==> config.mk <==
export PLATFORM = sky130hd
export DESIGN_NAME = pipe_stage_skid
export DESIGN_NICKNAME = d
export VERILOG_FILES = /design/src/rtl/asip_pipe_pkg.sv /design/src/rtl/pipe_payload_reg.sv /design/src/rtl/pipe_stage_skid.sv
export SDC_FILE = /design/constraint.sdc
export NUM_CORES = 1
export LEC_CHECK = 0
export BUFFER_PORTS_ARGS = -buffer_cell sky130_fd_sc_hd__buf_2
export CAP_MARGIN = 20
export CORE_MARGIN = 2
export CORE_UTILIZATION = 52
export DETAILED_ROUTE_END_ITERATION = 16
export HOLD_SLACK_MARGIN = 0.08
export PLACE_DENSITY = 0.77
export SETUP_SLACK_MARGIN = 0.02
export SYNTH_ARGS = -nofsm -noshare
export SYNTH_HDL_FRONTEND = slang
export SYNTH_SLANG_ARGS = --single-unit
==> constraint.sdc <==
create_clock -name CLK -period 4.25 [get_ports CLK]
set_clock_uncertainty 0.05 [all_clocks]
set_input_delay 1.0625 -clock CLK [delete_from_list [all_inputs] [get_ports CLK]]
set_output_delay 1.0625 -clock CLK [all_outputs]
set_load 0.01 [all_outputs]
==> src/rtl/asip_pipe_pkg.sv <==
// asip_pipe_pkg: shared widths, skid-stage state encoding and control-field bit positions
package asip_pipe_pkg;
  localparam int N_DEF  = 32;
  localparam int V_DEF  = 20;
  localparam int L_DEF  = 8;
  localparam int CW_DEF = 8;
  localparam int AW_DEF = 5;
  typedef enum logic [1:0] {EMPTY = 2'd0, ONE = 2'd1, TWO = 2'd2} skid_state_e;
  // bit positions inside the packed control field
  localparam int REGWE  = 0;
  localparam int MEMWE  = 1;
  localparam int WBSEL  = 2;
  localparam int OPSRC  = 4;
  localparam int OPTYPE = 5;
endpackage

==> src/rtl/pipe_payload_reg.sv <==
// pipe_payload_reg: load-enabled payload flop bank with synchronous reset to zero
module pipe_payload_reg #(
  parameter int W = 8
) (
  input  logic         CLK,
  input  logic         RST,
  input  logic         i_load,
  input  logic [W-1:0] i_d,
  output logic [W-1:0] o_q
);
  always_ff @(posedge CLK)
    if (RST) o_q <= '0;
    else if (i_load) o_q <= i_d;
endmodule

==> src/rtl/pipe_stage_skid.sv <==
// pipe_stage_skid: elastic valid/ready pipeline stage with 2-entry skid buffer,
// flush, invalid-output masking and saturating backpressure counter
module pipe_stage_skid
  import asip_pipe_pkg::*;
#(
  parameter int N  = N_DEF,
  parameter int V  = V_DEF,
  parameter int L  = L_DEF,
  parameter int CW = CW_DEF,
  parameter int AW = AW_DEF,
  parameter int SW = 16
) (
  input  logic                CLK,
  input  logic                RST,
  input  logic                flush_i,
  input  logic                s_valid_i,
  output logic                s_ready_o,
  input  logic [CW-1:0]       s_ctrl_i,
  input  logic [AW-1:0]       s_a3_i,
  input  logic [N-1:0]        s_scalar_i,
  input  logic [V-1:0][L-1:0] s_vector_i,
  output logic                m_valid_o,
  input  logic                m_ready_i,
  output logic [CW-1:0]       m_ctrl_o,
  output logic [AW-1:0]       m_a3_o,
  output logic [N-1:0]        m_scalar_o,
  output logic [V-1:0][L-1:0] m_vector_o,
  output logic [1:0]          occupancy_o,
  output logic [SW-1:0]       stall_cycles_o
);
  localparam int PW = CW + AW + N + V * L;
  skid_state_e r_state, w_next;
  logic          w_in_fire, w_out_fire, w_load_main, w_load_skid, w_main_from_skid;
  logic [PW-1:0] w_s_pay, w_main_d, w_main_q, w_skid_q;
  logic [CW-1:0] w_m_ctrl;
  logic [AW-1:0] w_m_a3;
  logic [SW-1:0] r_stall;
  assign s_ready_o   = ~RST & (r_state != TWO);
  assign m_valid_o   = (r_state != EMPTY);
  assign occupancy_o = r_state;
  assign w_in_fire   = s_valid_i & s_ready_o;
  assign w_out_fire  = m_valid_o & m_ready_i;
  always_comb begin
    w_next           = r_state;
    w_load_main      = 1'b0;
    w_load_skid      = 1'b0;
    w_main_from_skid = 1'b0;
    case (r_state)
      EMPTY: begin
        w_load_main = w_in_fire;
        w_next      = w_in_fire ? ONE : EMPTY;
      end
      ONE: begin
        w_load_main = w_in_fire & w_out_fire;
        w_load_skid = w_in_fire & ~w_out_fire;
        w_next      = (w_in_fire & ~w_out_fire) ? TWO : (~w_in_fire & w_out_fire) ? EMPTY : ONE;
      end
      TWO: begin
        w_load_main      = w_out_fire;
        w_main_from_skid = 1'b1;
        w_next           = w_out_fire ? ONE : TWO;
      end
      default: w_next = EMPTY;
    endcase
    // flush wins over any accepted beat; the drained beat still leaves
    if (flush_i) w_next = EMPTY;
  end
  always_ff @(posedge CLK)
    if (RST) r_state <= EMPTY;
    else r_state <= w_next;
  always_ff @(posedge CLK)
    if (RST) r_stall <= '0;
    else if (m_valid_o & ~m_ready_i & ~&r_stall) r_stall <= r_stall + 1'b1;
  assign stall_cycles_o = r_stall;
  assign w_s_pay  = {s_ctrl_i, s_a3_i, s_scalar_i, s_vector_i};
  assign w_main_d = w_main_from_skid ? w_skid_q : w_s_pay;
  pipe_payload_reg #(.W(PW)) u_main (
    .CLK(CLK), .RST(RST), .i_load(w_load_main), .i_d(w_main_d), .o_q(w_main_q)
  );
  pipe_payload_reg #(.W(PW)) u_skid (
    .CLK(CLK), .RST(RST), .i_load(w_load_skid), .i_d(w_s_pay), .o_q(w_skid_q)
  );
  assign {w_m_ctrl, w_m_a3, m_scalar_o, m_vector_o} = w_main_q;
  assign m_ctrl_o = m_valid_o ? w_m_ctrl : '0;
  assign m_a3_o   = m_valid_o ? w_m_a3 : '0;
endmodule

==> results of run 1 <==
flip-flops by register name, indices dropped and copies added (netlist names):
register and count:
occupancy_o 2, stall_cycles_o 16, u_main.o_q 205, u_skid.o_q 205
power groups by stage:
| stage | clock (W) | sequential (W) | combinational (W) |
|---|---|---|---|
| final | 0.00391 | 0.00426 | 0.000953 |
| after global routing | 0.00415 | 0.00428 | 0.00104 |
| after CTS | 0.00398 | 0.00426 | 0.000956 |
| after detailed placement | 0 | 0.00435 | 0.000953 |
| after global placement | 0 | 0.00434 | 0.000928 |
| after floorplan | 0 | 0.00432 | 0.000769 |
routing by layer:
metal	vias to the layer above	track usage (%)	routed length, um
li1	8180	-	-
met1	8098	32.3	21400
met2	710	42.1	25000
met3	170	6.27	4200
met4	12	13.5	2560
met5	-	0	76
synth_stat cells:
master,n,area share [%]
mux2_2,3,0.17
buf_4,193,7.4
buf_6,19,1.1
buf_1,6,0.12
or2_1,1,0.032
buf_2,27,0.69
o21bai_1,2,0.077
a31oi_1,1,0.032
o31ai_1,8,0.31
mux2i_1,1,0.051
a311oi_2,150,12
nand2_1,828,16
or3b_1,1,0.045
a311oi_1,57,2.6
clkbuf_1,160,3.1
or4_1,8,0.31
nor2b_1,16,0.51
a21oi_4,1,0.083
ha_1,3,0.19
nand3_1,3,0.077
inv_1,5,0.096
a21oi_1,217,5.5
dfxtp_1,428,44
o21ba_2,1,0.051
or2_2,2,0.064
and2_1,2,0.064
nor2_1,13,0.25
nor4_1,3,0.096
nand4_1,6,0.19
and4_1,2,0.089
o21ai_0,2,0.051
nand2b_1,3,0.096
or3_1,2,0.064
nor3_1,208,5.3
nor2b_4,1,0.070
stage by stage:
stage	instances	setup WS [ps]
after floorplan	2383	947
after global placement	2947	1010
after detailed placement	2947	933
after CTS	3028	825
after global routing	3038	673
final	3040	826
worst min path at each step:
stage / start / to / slack [ps] / cells past startpoint
2_1_floorplan: u_skid.o_q[0] / u_skid.o_q[0] / 390 / 2
3_3_place_gp: u_skid.o_q[157] / u_skid.o_q[157] / 390 / 2
3_5_place_dp: u_skid.o_q[150] / u_skid.o_q[150] / 400 / 2
4_1_cts: u_skid.o_q[71] / u_skid.o_q[71] / 400 / 2
5_1_grt: u_skid.o_q[132] / u_skid.o_q[132] / 420 / 2
6_report: u_skid.o_q[11] / u_skid.o_q[11] / 400 / 2
critical path, delay by kind of cell, from the launching register on:
family                     cells  cell delay (ps)
and+or+nand+nor                4             1590
adders and majority gates      1              170
buffers and inverters          3              450
AOI/OAI and AO/OA              2              160
DFF                            1              450
kinds of logic after synthesis:
kind of cell / after synthesis / synth area share, %
multiplexers: 4 / 0.224
buffers and inverters: 410 / 12.5
AND/OR/NAND/NOR: 1099 / 23.1
adder cells (fa/ha/maj): 3 / 0.192
AO/OA/AOI/OAI: 439 / 20.2
flip-flops: 428 / 43.8
cell type report:
| cell class | instances | area, um2 |
|---|---|---|
| Multi-Input combinational cell | 1545 | 8590 |
| Timing Repair Buffer | 458 | 2540 |
| Inverter | 5 | 18.8 |
| Clock inverter | 7 | 38.8 |
| Sequential cell | 428 | 8570 |
| Clock buffer | 74 | 1450 |
| Tap cell | 511 | 639 |
| Fill cell | 3233 | 15500 |
| Antenna cell | 12 | 30.0 |
==> flow_summary.yaml, run 1 <==
setup_path:
  path_cells: "nor2_1 > inv_1 > nand2_1 > inv_1 > ha_1 > nand2_1 > a21oi_4 > buf_12 > nor3_1 > a311oi_2"
  arrival_ps: 3780
  path_class: "register to register"
  cp-startpoint: "occupancy_o[1]"
  worstPathRequired_ps: 4610
  r2r_end: "u_main.o_q[168]"
  reg2regPathDepth: 10
  crit_slowest_cell: "nor2_1"
  regToRegSetupSlack_ps: 830
  r2r-start: "occupancy_o[1]"
  crit_path_max_fanout: 205
  cp-start-kind: "register"
  crit_path_end: "u_main.o_q[168]"
  slowest_delay_ps: 850
  endpoint_kind: "register"
synth:
  synth-seq-cells: 428
  ys_warn_count: 0
  seq_area_frac_synth_pct: 43.8
  synth_area_um2: 19600
  syn_inst: 2383
  avgSynthCellArea_um2: 8.21
  syn-num-nets: 2596
  ys_types: 35
power:
  power_w: 0.00912
  vdd.ir_drop.worst_mv: 0.318
  powerDensity_nw_per_um2: 417
  intPower_w: 0.00689
  p_leak_nw: 8.45
  p_sw_share_pct: 24.4
  clkPwrFrac_pct: 42.8
  seq_power_share_pct: 46.7
  share_comb_of_total_power_pct: 10.4
  switchingPower_w: 0.00223
detailed_routing:
  vias_per_cell: 5.65
  firstDrtPassIters: 7
  ant_nets: 0
  vias: 17200
  wl_mm: 53.3
  wl_per_cell_um: 17.5
  drt_iter0_drc: 1327
  drc: 0
clocking:
  cts.sinks: 428
  cts_setup_buffers: 0
  cts_root_buf: "clkbuf_16"
  cts_made_buffers: 46
  ctsLongestPathBuffers: 3
  cts_resized: 0
  clock_latency_ps: 560
  cts_tree: "yes"
  clkTransAtPathRegs_ps: 60
  hold_buffers: 0
  h-tree-depth: 2
grt:
  grt_pass1_wl_mm: 83.6
  grt_overflow: 0
  grt_max_degree: 207
  antenna_found_initial: 17
  grt_pass1_vias: 16100
  grtUsageTotal_pct: 26.0
die:
  core_um2: 37400
  dieHeight_um: 198
  io_pins: 435
  die_area_um2: 39200
  initial_core_util_pct: 52.3
  fp-row-count: 71
  die_w_um: 198
placement:
  placed_cell_area_um2: 20400
  gp_congestion: 0.847
  numPortBuffers: 434
  hpwl_mm: 31.7
timing:
  setup-violations-final: 0
  tns_ps: 0
  period_needed_ps: 3420
  max_freq_ghz: 0.292
  worst_pin_slew_ps: 1300
  whs_ps: 403
  hold_violations: 0
  fin_crit_sh_pct: 80.6
  finalMaxSlewViolations: 0
  rsz0062_at_grt: "false"
  relSlewSlack_pct: 13.6
status:
  outcome: "finished, final reports clean"
cells_and_area:
  nNetsFinal: 2697
  final_util_pct: 58.5
  layout_commonest_cell: "nand2_1"
  final_cell_mix: "828 x nand2_1, 433 x buf_2, 428 x dfxtp_1"
  design_area_um2: 21900
  final_layout_size_suffix_gt1_share_pct: 27.4
  areaGrowthSynthToFinish_pct: 11.7
hold_path:
  hold_class: "register to register"
flow_run:
  max_cap_viol_count: 0
Note: power is estimated with default switching activity, not from simulation.
==> run 2, diff against run 1 <==
CORE_UTILIZATION = 49   (was 52)
PLACE_DENSITY = 0.76   (was 0.77)
clock period = 3.05 ns   (was 4.25 ns; I/O delays follow)
==> run 2 against run 1 <==
  * Sequential power rose by 39%
  * Count of clock-buffer cells in the layout is 5 lower
  * Routed wire length about the same
  * Clock power grew 39%
  * Global-route usage fell by 1.8 points
  * Die area grew 6.0%
  * Register-to-register slack worse by 370 ps
  * Setup slack lost 400 ps
  * Cell count up 1.1%
  * Largest power group unchanged
  * Highest routed layer unchanged
==> flow_summary.yaml, run 2 (synthesis results as in run 1) <==
clocking:
  ctsLongestPathBuffers: 3
  cts.sinks: 428
  cts_resized: 0
  clock_latency_ps: 560
  clkTransAtPathRegs_ps: 50
  cts_made_buffers: 46
  cts_tree: "yes"
  h-tree-depth: 2
  cts_root_buf: "clkbuf_16"
  cts_setup_buffers: 0
  hold_buffers: 0
timing:
  relSlewSlack_pct: 26.7
  hold_violations: 0
  whs_ps: 333
  finalMaxSlewViolations: 0
  period_needed_ps: 2630
  max_freq_ghz: 0.381
  fin_ws_ps: 424
  tns_ps: 0
  setup-violations-final: 0
  worst_pin_slew_ps: 1100
  fin_crit_sh_pct: 86.1
  rsz0062_at_grt: "false"
detailed_routing:
  ant_nets: 0
  wl_per_cell_um: 17.3
  wl_mm: 53.2
  drc: 0
  vias_per_cell: 5.57
  drt_iter0_drc: 1165
  firstDrtPassIters: 5
  vias: 17100
die:
  die_area_um2: 41600
  initial_core_util_pct: 49.5
  core_um2: 39500
  dieHeight_um: 204
  fp-row-count: 73
  die_w_um: 204
  io_pins: 435
setup_path:
  crit_slowest_cell: "dfxtp_1"
  crit_path_max_fanout: 13
  path_class: "register to output port"
  path_cells: "nor2_1 > buf_4 > nor2b_1 > buf_2"
  cp-start-kind: "register"
  slowest_delay_ps: 530
  cp.buffers_inverters: 2
  crit_family: "flip-flops"
  endpoint_kind: "output port"
  worstPathRequired_ps: 2240
  arrival_ps: 1810
placement:
  dp_slack_ps: 253
  placed_cell_area_um2: 20500
  numPortBuffers: 434
  post-place-cells: 2969
  gp_congestion: 0.854
  hpwl_mm: 32.5
power:
  intPower_w: 0.00956
  p_sw_share_pct: 24.7
  clkPwrFrac_pct: 42.8
  p_leak_nw: 8.47
  switchingPower_w: 0.00314
  powerDensity_nw_per_um2: 577
  seq_power_share_pct: 46.8
  vdd.ir_drop.worst_mv: 0.454
  share_comb_of_total_power_pct: 10.4
cells_and_area:
  final_layout_size_suffix_gt1_share_pct: 27.5
  areaGrowthSynthToFinish_pct: 12.3
  fin_cells: 3073
  nNetsFinal: 2705
  design_area_um2: 22000
  layout_commonest_cell: "nand2_1"
  final_cell_mix: "828 x nand2_1, 433 x buf_2, 428 x dfxtp_1"
  n_fill_cell: 3517
status:
  outcome: "finished, final reports clean"
grt:
  grt_overflow: 0
  antenna_found_initial: 25
  grt_max_degree: 188
  grtUsageTotal_pct: 24.3
  grt_pass1_vias: 15800
  grt_pass1_wl_mm: 82.7
flow_run:
  max_cap_viol_count: 0
hold_path:
  hold_class: "input pin to register"
## run 2: cell count changes in the layout (fill, tap and decap cells not counted), sizes merged
cell and change:
clkbuf -5, buf +8, bufinv +2, diode +11
clkinvlp +3
## run 2: per-stage QoR
stage | utilization, % | power, W
6_report | 55.6 | 0.0127
5_1_grt | 55.6 | 0.0132
4_1_cts | 55.5 | 0.0128
3_5_place_dp | 51.8 | 0.00738
3_3_place_gp | 51.8 | 0.00734
2_1_floorplan | - | 0.00709
## run 2: final timing paths
path	startpoint	to	slack, ps	cells past startpoint
worst max-delay path	occupancy_o[1]	m_a3_o[4]	420	4
worst min-delay path	flush_i	occupancy_o[1]	330	2
worst max register to register	occupancy_o[0]	u_main.o_q[118]	460	9
worst min register to register	u_skid.o_q[115]	u_skid.o_q[115]	400	2
## run 2: final cells by class
cell class	instances	area, um2	area share [%]
clock inverter	12	125	0.569
clock buffer	69	1340	6.09
tap	525	657	2.99
antenna	23	57.6	0.262
inverter	5	18.8	0.0853
multi-input combinational	1545	8590	39.1
sequential	428	8570	39.0
timing repair buffer	466	2640	12.0
## run 2: power by group through the flow
stage,clock (W),sequential [W],combinational [W]
final,0.00543,0.00594,0.00132
after global routing,0.00578,0.00596,0.00143
after CTS,0.00555,0.00593,0.00132
after detailed placement,0,0.00605,0.00132
after global placement,0,0.00605,0.00129
after floorplan,0,0.00602,0.00107
## run 2: routing by layer
metal / up-vias / GRT usage (%) / share of wire [%]
li1: 8198 / - / -
met1: 8103 / 29.7 / 40
met2: 661 / 39.6 / 48
met3: 145 / 5.40 / 7.4
met4: 6 / 13.7 / 4.5
met5: - / 0 / 0.047
